`config.mk`:
```
export PLATFORM = sky130hd
export DESIGN_NAME = regfile_scb
export DESIGN_NICKNAME = d
export VERILOG_FILES = /design/src/rtl/regfile_scb.sv
export SDC_FILE = /design/constraint.sdc
export NUM_CORES = 1
export LEC_CHECK = 0
export CORE_MARGIN = 5
export CORE_UTILIZATION = 25
export DETAILED_ROUTE_END_ITERATION = 16
export GPL_ROUTABILITY_DRIVEN = 0
export PLACE_DENSITY_LB_ADDON = 0.1
export SETUP_SLACK_MARGIN = 0.15
export SLEW_MARGIN = 20
export SYNTH_ARGS = -nofsm -noshare
export SYNTH_HDL_FRONTEND = slang
export SYNTH_SLANG_ARGS = --single-unit
```
`constraint.sdc`:
```
create_clock -name clk -period 4.1 [get_ports clk]
set_input_delay 1.23 -clock clk [delete_from_list [all_inputs] [get_ports clk]]
set_output_delay 1.23 -clock clk [all_outputs]
set_load 0.03 [all_outputs]
```
`src/rtl/regfile_scb.sv`:
```
// regfile_scb: register file with clear sweep after reset and pending-write scoreboard; define REGFILE_BYPASS_EN for same-cycle write-to-read forwarding
module regfile_scb #(
  parameter int DATA_W = 32,
  parameter int ADDR_W = 5
) (
  input  logic              clk,
  input  logic              rst,
  input  logic [ADDR_W-1:0] readReg1,
  input  logic [ADDR_W-1:0] readReg2,
  output logic [DATA_W-1:0] readData1,
  output logic [DATA_W-1:0] readData2,
  input  logic              RegWrite,
  input  logic [ADDR_W-1:0] writeReg,
  input  logic [DATA_W-1:0] writeData,
  input  logic              rsvEn,
  input  logic [ADDR_W-1:0] rsvReg,
  output logic              busy1,
  output logic              busy2,
  output logic              ready
);
  localparam int DEPTH = 2 ** ADDR_W;
  typedef enum logic {CLEAR, READY} state_t;
  state_t state, state_nx;
  logic [ADDR_W-1:0] ptr;
  logic [DATA_W-1:0] mem [DEPTH];
  logic [DEPTH-1:0] busy;
  logic wr_ok, rsv_ok, we;
  logic [ADDR_W-1:0] wa;
  logic [DATA_W-1:0] wd;
  assign ready  = state == READY;
  assign wr_ok  = ready && RegWrite && writeReg != '0;
  assign rsv_ok = ready && rsvEn && rsvReg != '0;
  assign we     = !rst && (!ready || wr_ok);
  assign wa     = ready ? writeReg : ptr;
  assign wd     = ready ? writeData : '0;
  // sweep finishes on the edge that clears the last entry
  always_comb begin
    state_nx = state;
    if (state == CLEAR && ptr == {ADDR_W{1'b1}}) state_nx = READY;
  end
  // state register
  always_ff @(posedge clk) begin
    if (rst) state <= CLEAR;
    else state <= state_nx;
  end
  // clear pointer advances one entry per cycle while sweeping
  always_ff @(posedge clk) begin
    if (rst) ptr <= '0;
    else if (!ready) ptr <= ptr + 1'b1;
  end
  // single write port shared by the sweep and normal writes, no reset so it maps to RAM
  always_ff @(posedge clk) begin
    if (we) mem[wa] <= wd;
  end
  // scoreboard: the set is applied last so a same-address reservation wins over a clear
  always_ff @(posedge clk) begin
    if (rst) busy <= '0;
    else begin
      if (wr_ok) busy[writeReg] <= 1'b0;
      if (rsv_ok) busy[rsvReg] <= 1'b1;
    end
  end
`ifdef REGFILE_BYPASS_EN
  assign readData1 = (!ready || readReg1 == '0) ? '0 : (wr_ok && writeReg == readReg1) ? writeData : mem[readReg1];
  assign readData2 = (!ready || readReg2 == '0) ? '0 : (wr_ok && writeReg == readReg2) ? writeData : mem[readReg2];
`else
  assign readData1 = (!ready || readReg1 == '0) ? '0 : mem[readReg1];
  assign readData2 = (!ready || readReg2 == '0) ? '0 : mem[readReg2];
`endif
  assign busy1 = ready && readReg1 != '0 && busy[readReg1];
  assign busy2 = ready && readReg2 != '0 && busy[readReg2];
endmodule
```
==> flow_metrics.py, run 1 <==
metrics = {
    "timing": {
        "maxSlewHeadroom_pct": 21.0,
        "fin_skew_ns": 0.0182,
        "period_needed_ns": 4.46,
        "finalCritPeriodShare_pct": 109,
        "fin_ws_ns": -0.365,
        "rsz0062_at_grt": "yes",
        "holdWs_ns": 0.495,
        "hold_viol": 0,
        "tightest_slew_ns": 1.18,
        "drv_slew": 0,
        "setup_viol": 66,
        "fmax_ghz": 0.224,
    },
    "synth": {
        "ys.flop_type": "edfxtp_1",
        "syn_inst": 3091,
        "synth_warnings": 0,
        "async_flop_share_pct": 0,
        "ys_types": 51,
        "synth.cell_area_mm2": 0.0501,
        "synth_edf_count": 1024,
        "yosys.area.top_type_share_pct": 61.4,
        "synth-seq-area-share_pct": 63.0,
        "yosys-top-cells-area": "edfxtp_1, mux4_2, mux2i_1",
        "postSynthAreaPerCell_um2": 16.2,
        "syn-num-nets": 3149,
        "ys_seq_elements": 1062,
        "yosys.area.top_type": "edfxtp_1",
    },
    "floorplanning": {
        "io_pins": 123,
        "die-area_mm2": 0.209,
        "die_y_um": 457,
        "floorplan.initialDensity_pct": 25.1,
        "die-width_um": 457,
        "row_count": 164,
        "design.core.area_mm2": 0.199,
    },
    "global_route": {
        "grt_max_degree": 33,
        "track_usage_pct": 20.3,
        "grt_pass1_wl_um": 296000,
        "antenna_found_initial": 14,
        "grt_pass1_vias": 35400,
        "grt-ovfl-total": 0,
    },
    "run_status": {
        "violations": "negative setup slack",
        "status": "complete, but fails checks",
    },
    "setup_path": {
        "cp-end-kind": "primary output",
        "crit_slowest_cell": "mux4_2",
        "reg2reg_depth": 6,
        "crit_top_cell": "buf_6",
        "crit_path_end": "readData2[11]",
        "required_ns": 2.87,
        "critPathMaxFanout": 5,
        "crit_start": "readReg2[0]",
        "rrSetupSlack_ns": 1.32,
        "r2r-end": "mem[25][23]",
        "path_cells": "clkbuf_16 > buf_12 > buf_16 > buf_8 > buf_6 > mux4_2 > a22o_1 > a31oi_1 > nand4_1 > buf_6",
        "path_class": "input pin to primary output",
        "startpoint_type": "input pin",
        "cpPeakStageDelay_ns": 0.54,
        "r2r-start": "ready",
        "cp_data_arrival_time_ns": 3.23,
    },
    "layout": {
        "seqCellArea_mm2": 0.0315,
        "area_delta_synth_final_pct": 32.3,
        "finalCoreUtilization_pct": 33.2,
        "n_fill_cell": 19200,
        "multi_input_area_mm2": 0.0181,
        "nets": 3782,
        "drive_above_1_share_pct": 34.1,
    },
    "clock_tree": {
        "clk_pin_slew_ns": 0.05,
        "cts_buffers": 121,
        "insertion_delay_ns": 0.76,
        "cts_tree": "done",
        "h-tree-depth": 3,
        "cts_root_buf": "clkbuf_16",
        "cts_buffer_depth": 3,
        "cts_num_sinks": 1062,
    },
    "power": {
        "power_leakage_nw": 22.7,
        "power_density_mw_per_mm2": 373,
        "ir_worst_vdd_uv": 330,
    },
    "flow_run": {
        "drv_cap": 0,
    },
    "routing": {
        "drt_iter0_markers": 3175,
        "first_pass_iters": 8,
        "wl_per_cell_um": 33.5,
        "vias": 33500,
        "wirelength_um": 218000,
        "viasPerCell": 5.16,
        "ant_nets": 0,
        "drc": 0,
    },
    "placed_design": {
        "dp_hpwl_um": 145000,
        "io_buffers": 122,
    },
    "worst_hold_path": {
        "hold_path.class": "flop to flop",
    },
}
[metrics by stage]
step                      setup TNS [ns]  power (W)  setup slack [ns]  cells  area, µm²
after floorplan                        0     0.0130             0.144   3091      50100
after global placement            -34.78     0.0139            -0.876   6127      59500
after detailed placement          -33.93     0.0139            -0.854   6127      59500
after CTS                         -17.08     0.0249            -0.476   6466      65800
after global routing              -19.68     0.0254            -0.405   6487      66200
final                             -16.17     0.0247            -0.365   6490      66200
[how the worst min path moves through the flow]
stage                  from  endpoint  slack, ns  depth (start not counted)
floorplan           busy[0]   busy[0]       0.45                          1
global placement    busy[0]   busy[0]       0.47                          1
detailed placement  busy[0]   busy[0]       0.48                          1
CTS                 busy[0]   busy[0]       0.49                          1
global route        busy[0]   busy[0]       0.51                          1
finish              busy[0]   busy[0]       0.50                          1
[power by group]
group	switching (W)	internal [W]
Sequential	0.0000325	0.0118
Clock	0.00458	0.00616
Combinational	0.00109	0.00103
Total	0.00570	0.0190
[placed cells by master (no fill, tap or decap), types with 15 or more instances in the layout]
| master | n |
|---|---|
| clkinv_2 | 29 |
| a31oi_1 | 23 |
| and2_1 | 32 |
| clkdlybuf4s50_1 | 46 |
| nor2_1 | 22 |
| buf_8 | 26 |
| mux4_2 | 260 |
| a22oi_2 | 31 |
| buf_6 | 110 |
| nand2_1 | 116 |
| dfxtp_1 | 37 |
| clkbuf_1 | 27 |
| buf_4 | 347 |
| clkbuf_16 | 127 |
| buf_12 | 199 |
| o21ai_0 | 33 |
| a21oi_1 | 70 |
| nor2_4 | 39 |
| a22o_1 | 35 |
| edfxtp_1 | 1024 |
| and3_4 | 15 |
| a21oi_2 | 17 |
| clkinv_1 | 26 |
| nand3_1 | 143 |
| buf_16 | 15 |
| a22oi_1 | 227 |
| mux2i_1 | 537 |
| nand4_1 | 72 |
[metal layers]
| layer | vias up | GRT usage [%] | wire length [µm] |
|---|---|---|---|
| met5 | - | 0 | 0 |
| met4 | 0 | 6.84 | 7370 |
| met3 | 323 | 2.70 | 11500 |
| met2 | 1242 | 34.7 | 107000 |
| met1 | 17800 | 26.4 | 91500 |
| li1 | 14100 | - | - |
[final cells by class]
type	count	area share [%]
tap	2656	5.02
sequential	1062	47.6
clock inverter	73	0.987
antenna	6	0.0227
timing repair buffer	754	14.1
clock buffer	154	4.87
multi-input combinational	1783	27.4
inverter	2	0.0113
[worst max-delay path: cells and delay by family]
family | cells | cell delay [ns]
AOI/OAI and AO/OA | 2 | 0.36
buffers and inverters | 6 | 0.82
muxes | 1 | 0.54
and+or+nand+nor | 1 | 0.27
[cells by family (layout without fill, tap and decap cells)]
logic type,Yosys count,after routing,synth area share (%)
flip-flops,1062,1062,63.0
other,0,6,0
AND/OR/NAND/NOR,508,508,5.21
multiplexers,799,799,22.5
adder cells (fa/ha/maj),2,2,0.0500
AO/OA/AOI/OAI,471,471,6.47
XOR/XNOR,3,3,0.0525
buffers and inverters,246,983,2.78
[sequential cells by signal (all words and copies together) (netlist names)]
signal / flops
ready: 1
ptr: 5
busy: 32
mem: 1024
[what timing repair did]
item,4_1_cts,5_1_grt
cloned,7,3
setup buffers,105,14
gates resized for setup,281,40
hold buffers,0,0
setup endpoints to repair,66,66
pin swaps,110,59
[cells in the mapped netlist, types with 2 or more instances]
library cell	n
a21o_1	2
a21oi_1	88
a22o_1	41
a22oi_1	258
a31oi_1	41
and2_1	38
and3_1	25
and4b_1	3
buf_1	4
buf_2	98
buf_4	29
buf_6	31
clkbuf_1	81
dfxtp_1	38
edfxtp_1	1024
ha_1	2
inv_1	2
mux2i_1	538
mux4_2	260
nand2_1	116
nand2b_1	7
nand3_1	149
nand3b_1	2
nand4_1	72
nand4b_1	2
nor2_1	58
nor2_2	4
nor2b_1	16
nor3_1	3
nor3b_2	2
nor4_1	2
o21ai_0	33
o31a_1	2
or3_1	2
xor2_1	2
No activity file was read; power rests on OpenSTA's default activity.
==> run 2: changes to the inputs <==
--- a/config.mk
+++ b/config.mk
@@ -11,7 +11,6 @@
 export GPL_ROUTABILITY_DRIVEN = 0
 export PLACE_DENSITY_LB_ADDON = 0.1
 export SETUP_SLACK_MARGIN = 0.15
-export SLEW_MARGIN = 20
 export SYNTH_ARGS = -nofsm -noshare
 export SYNTH_HDL_FRONTEND = slang
 export SYNTH_SLANG_ARGS = --single-unit
==> flow_metrics.py, run 2 (synthesis gave the netlist of run 1 again) <==
metrics = {
    "run_status": {
        "violations": "negative setup slack",
        "status": "complete, but fails checks",
    },
    "floorplanning": {
        "design.core.area_mm2": 0.199,
        "die-width_um": 457,
        "floorplan.initialDensity_pct": 25.1,
        "die_y_um": 457,
        "row_count": 164,
        "io_pins": 123,
        "die-area_mm2": 0.209,
    },
    "routing": {
        "first_pass_iters": 5,
        "vias": 33400,
        "wirelength_um": 217000,
        "viasPerCell": 5.15,
        "drc": 0,
        "wl_per_cell_um": 33.5,
        "drt_iter0_markers": 3020,
        "ant_nets": 0,
    },
    "timing": {
        "maxSlewHeadroom_pct": 22.7,
        "fin_skew_ns": 0.0164,
        "fmax_ghz": 0.223,
        "tightest_slew_ns": 1.16,
        "fin_ws_ns": -0.391,
        "rsz0062_at_grt": "yes",
        "period_needed_ns": 4.49,
        "hold_viol": 0,
        "finalCritPeriodShare_pct": 110,
        "setup_viol": 66,
        "drv_slew": 0,
    },
    "setup_path": {
        "critPathMaxFanout": 8,
        "required_ns": 2.87,
        "rrSetupSlack_ns": 1.32,
        "path_class": "input pin to primary output",
        "cp-end-kind": "primary output",
        "cp_data_arrival_time_ns": 3.26,
        "startpoint_type": "input pin",
    },
    "placed_design": {
        "dp_hpwl_um": 145000,
        "io_buffers": 122,
        "dp_slack_ns": -0.854,
        "placed_area_mm2": 0.0595,
    },
    "layout": {
        "top_register": "mem",
        "largest_reg_flops": 1024,
        "fin_area_mm2": 0.0662,
        "area_delta_synth_final_pct": 32.2,
        "layout_common_cells": "edfxtp_1, mux2i_1, buf_4",
        "layout_commonest_cell": "edfxtp_1",
        "drive_above_1_share_pct": 34.0,
        "largestRegisters": "mem x1024, busy x32, ptr x5",
        "nets": 3781,
    },
    "global_route": {
        "track_usage_pct": 20.3,
        "grt-ovfl-total": 0,
        "antenna_found_initial": 14,
        "grt_max_degree": 33,
        "grt_pass1_wl_um": 296000,
        "grt_pass1_vias": 35400,
    },
    "clock_tree": {
        "cts_num_sinks": 1062,
        "h-tree-depth": 3,
        "cts_root_buf": "clkbuf_16",
        "cts_buffers": 121,
        "ctsHoldBuffers": 0,
        "cts_buffer_depth": 3,
        "clk_pin_slew_ns": 0.06,
        "cts_tree": "done",
        "insertion_delay_ns": 0.76,
    },
    "power": {
        "ir_worst_vdd_uv": 329,
        "power_density_mw_per_mm2": 373,
        "power_leakage_nw": 22.7,
    },
    "flow_run": {
        "drv_cap": 0,
    },
    "worst_hold_path": {
        "hold_path.class": "flop to flop",
    },
}
==> run 2: cell count changes in the layout (fill, tap and decap cells not counted) <==
| cell | before | now |
|---|---|---|
| buf_8 | 26 | 25 |
| and2_2 | 5 | 4 |
| and2_1 | 32 | 33 |
==> run 2: worst paths after layout <==
path	to	cells after the start	from
worst max-delay path	readData2[5]	8	readReg2[0]
worst min-delay path	busy[18]	2	busy[18]
worst max register to register	mem[25][23]	6	ready
worst min register to register	busy[18]	2	busy[18]
==> run 2: final cells by class <==
cell class                      count  area, µm²
Antenna cell                        6       15.0
Clock inverter                     73        653
Tap cell                         2656       3320
Clock buffer                      154       3220
Fill cell                       19200     133000
Inverter                            2       7.51
Sequential cell                  1062      31500
Timing Repair Buffer              753       9330
Multi-Input combinational cell   1783      18100
==> run 2: timing repair <==
action / CTS / global route
resized for setup: 281 / 40
setup buffers: 105 / 14
gates cloned: 7 / 3
pin swaps: 110 / 59
endpoints found under the setup margin: 66 / 66
==> run 2: where the power goes <==
part / switching [W] / internal (W)
Combinational: 0.00109 / 0.00103
Sequential: 0.0000324 / 0.0118
Clock: 0.00456 / 0.00616
Total: 0.00568 / 0.0190
==> run 2: worst max-delay path, stage by stage <==
cell and delay, ns:
clkbuf_16 0.12, buf_12 0.14, mux4_2 0.55, a22o_1 0.23
a31oi_1 0.19, nand4_1 0.37, buf_4 0.28, buf_6 0.14
==> run 2: through the flow <==
stage	power (W)	cells	TNS, ns	hold slack, ns	utilization (%)
after global routing	0.0254	6486	-19.68	0.511	33.2
after floorplan	0.0130	3091	0	0.451	-
after global placement	0.0139	6127	-34.78	0.471	29.8
after detailed placement	0.0139	6127	-33.93	0.485	29.8
final	0.0247	6489	-16.20	0.492	33.2
after CTS	0.0249	6466	-17.08	0.492	33.0
==> run 2: layer usage <==
layer	wire length, µm	global-route usage, %	vias up
met5	0	0	-
met4	7280	6.84	0
met1	91000	26.4	17800
li1	-	-	14100
met2	107000	34.7	1197
met3	11600	2.70	329
==> run 3: changes to the inputs <==
--- a/config.mk
+++ b/config.mk
@@ -11,6 +11,7 @@
 export GPL_ROUTABILITY_DRIVEN = 0
 export PLACE_DENSITY_LB_ADDON = 0.1
 export SETUP_SLACK_MARGIN = 0.15
+export SLEW_MARGIN = 20
 export SYNTH_ARGS = -nofsm -noshare
 export SYNTH_HDL_FRONTEND = slang
 export SYNTH_SLANG_ARGS = --single-unit
==> results of run 3 <==
No change in the layout: final DEF, timing and power equal those of run 1.
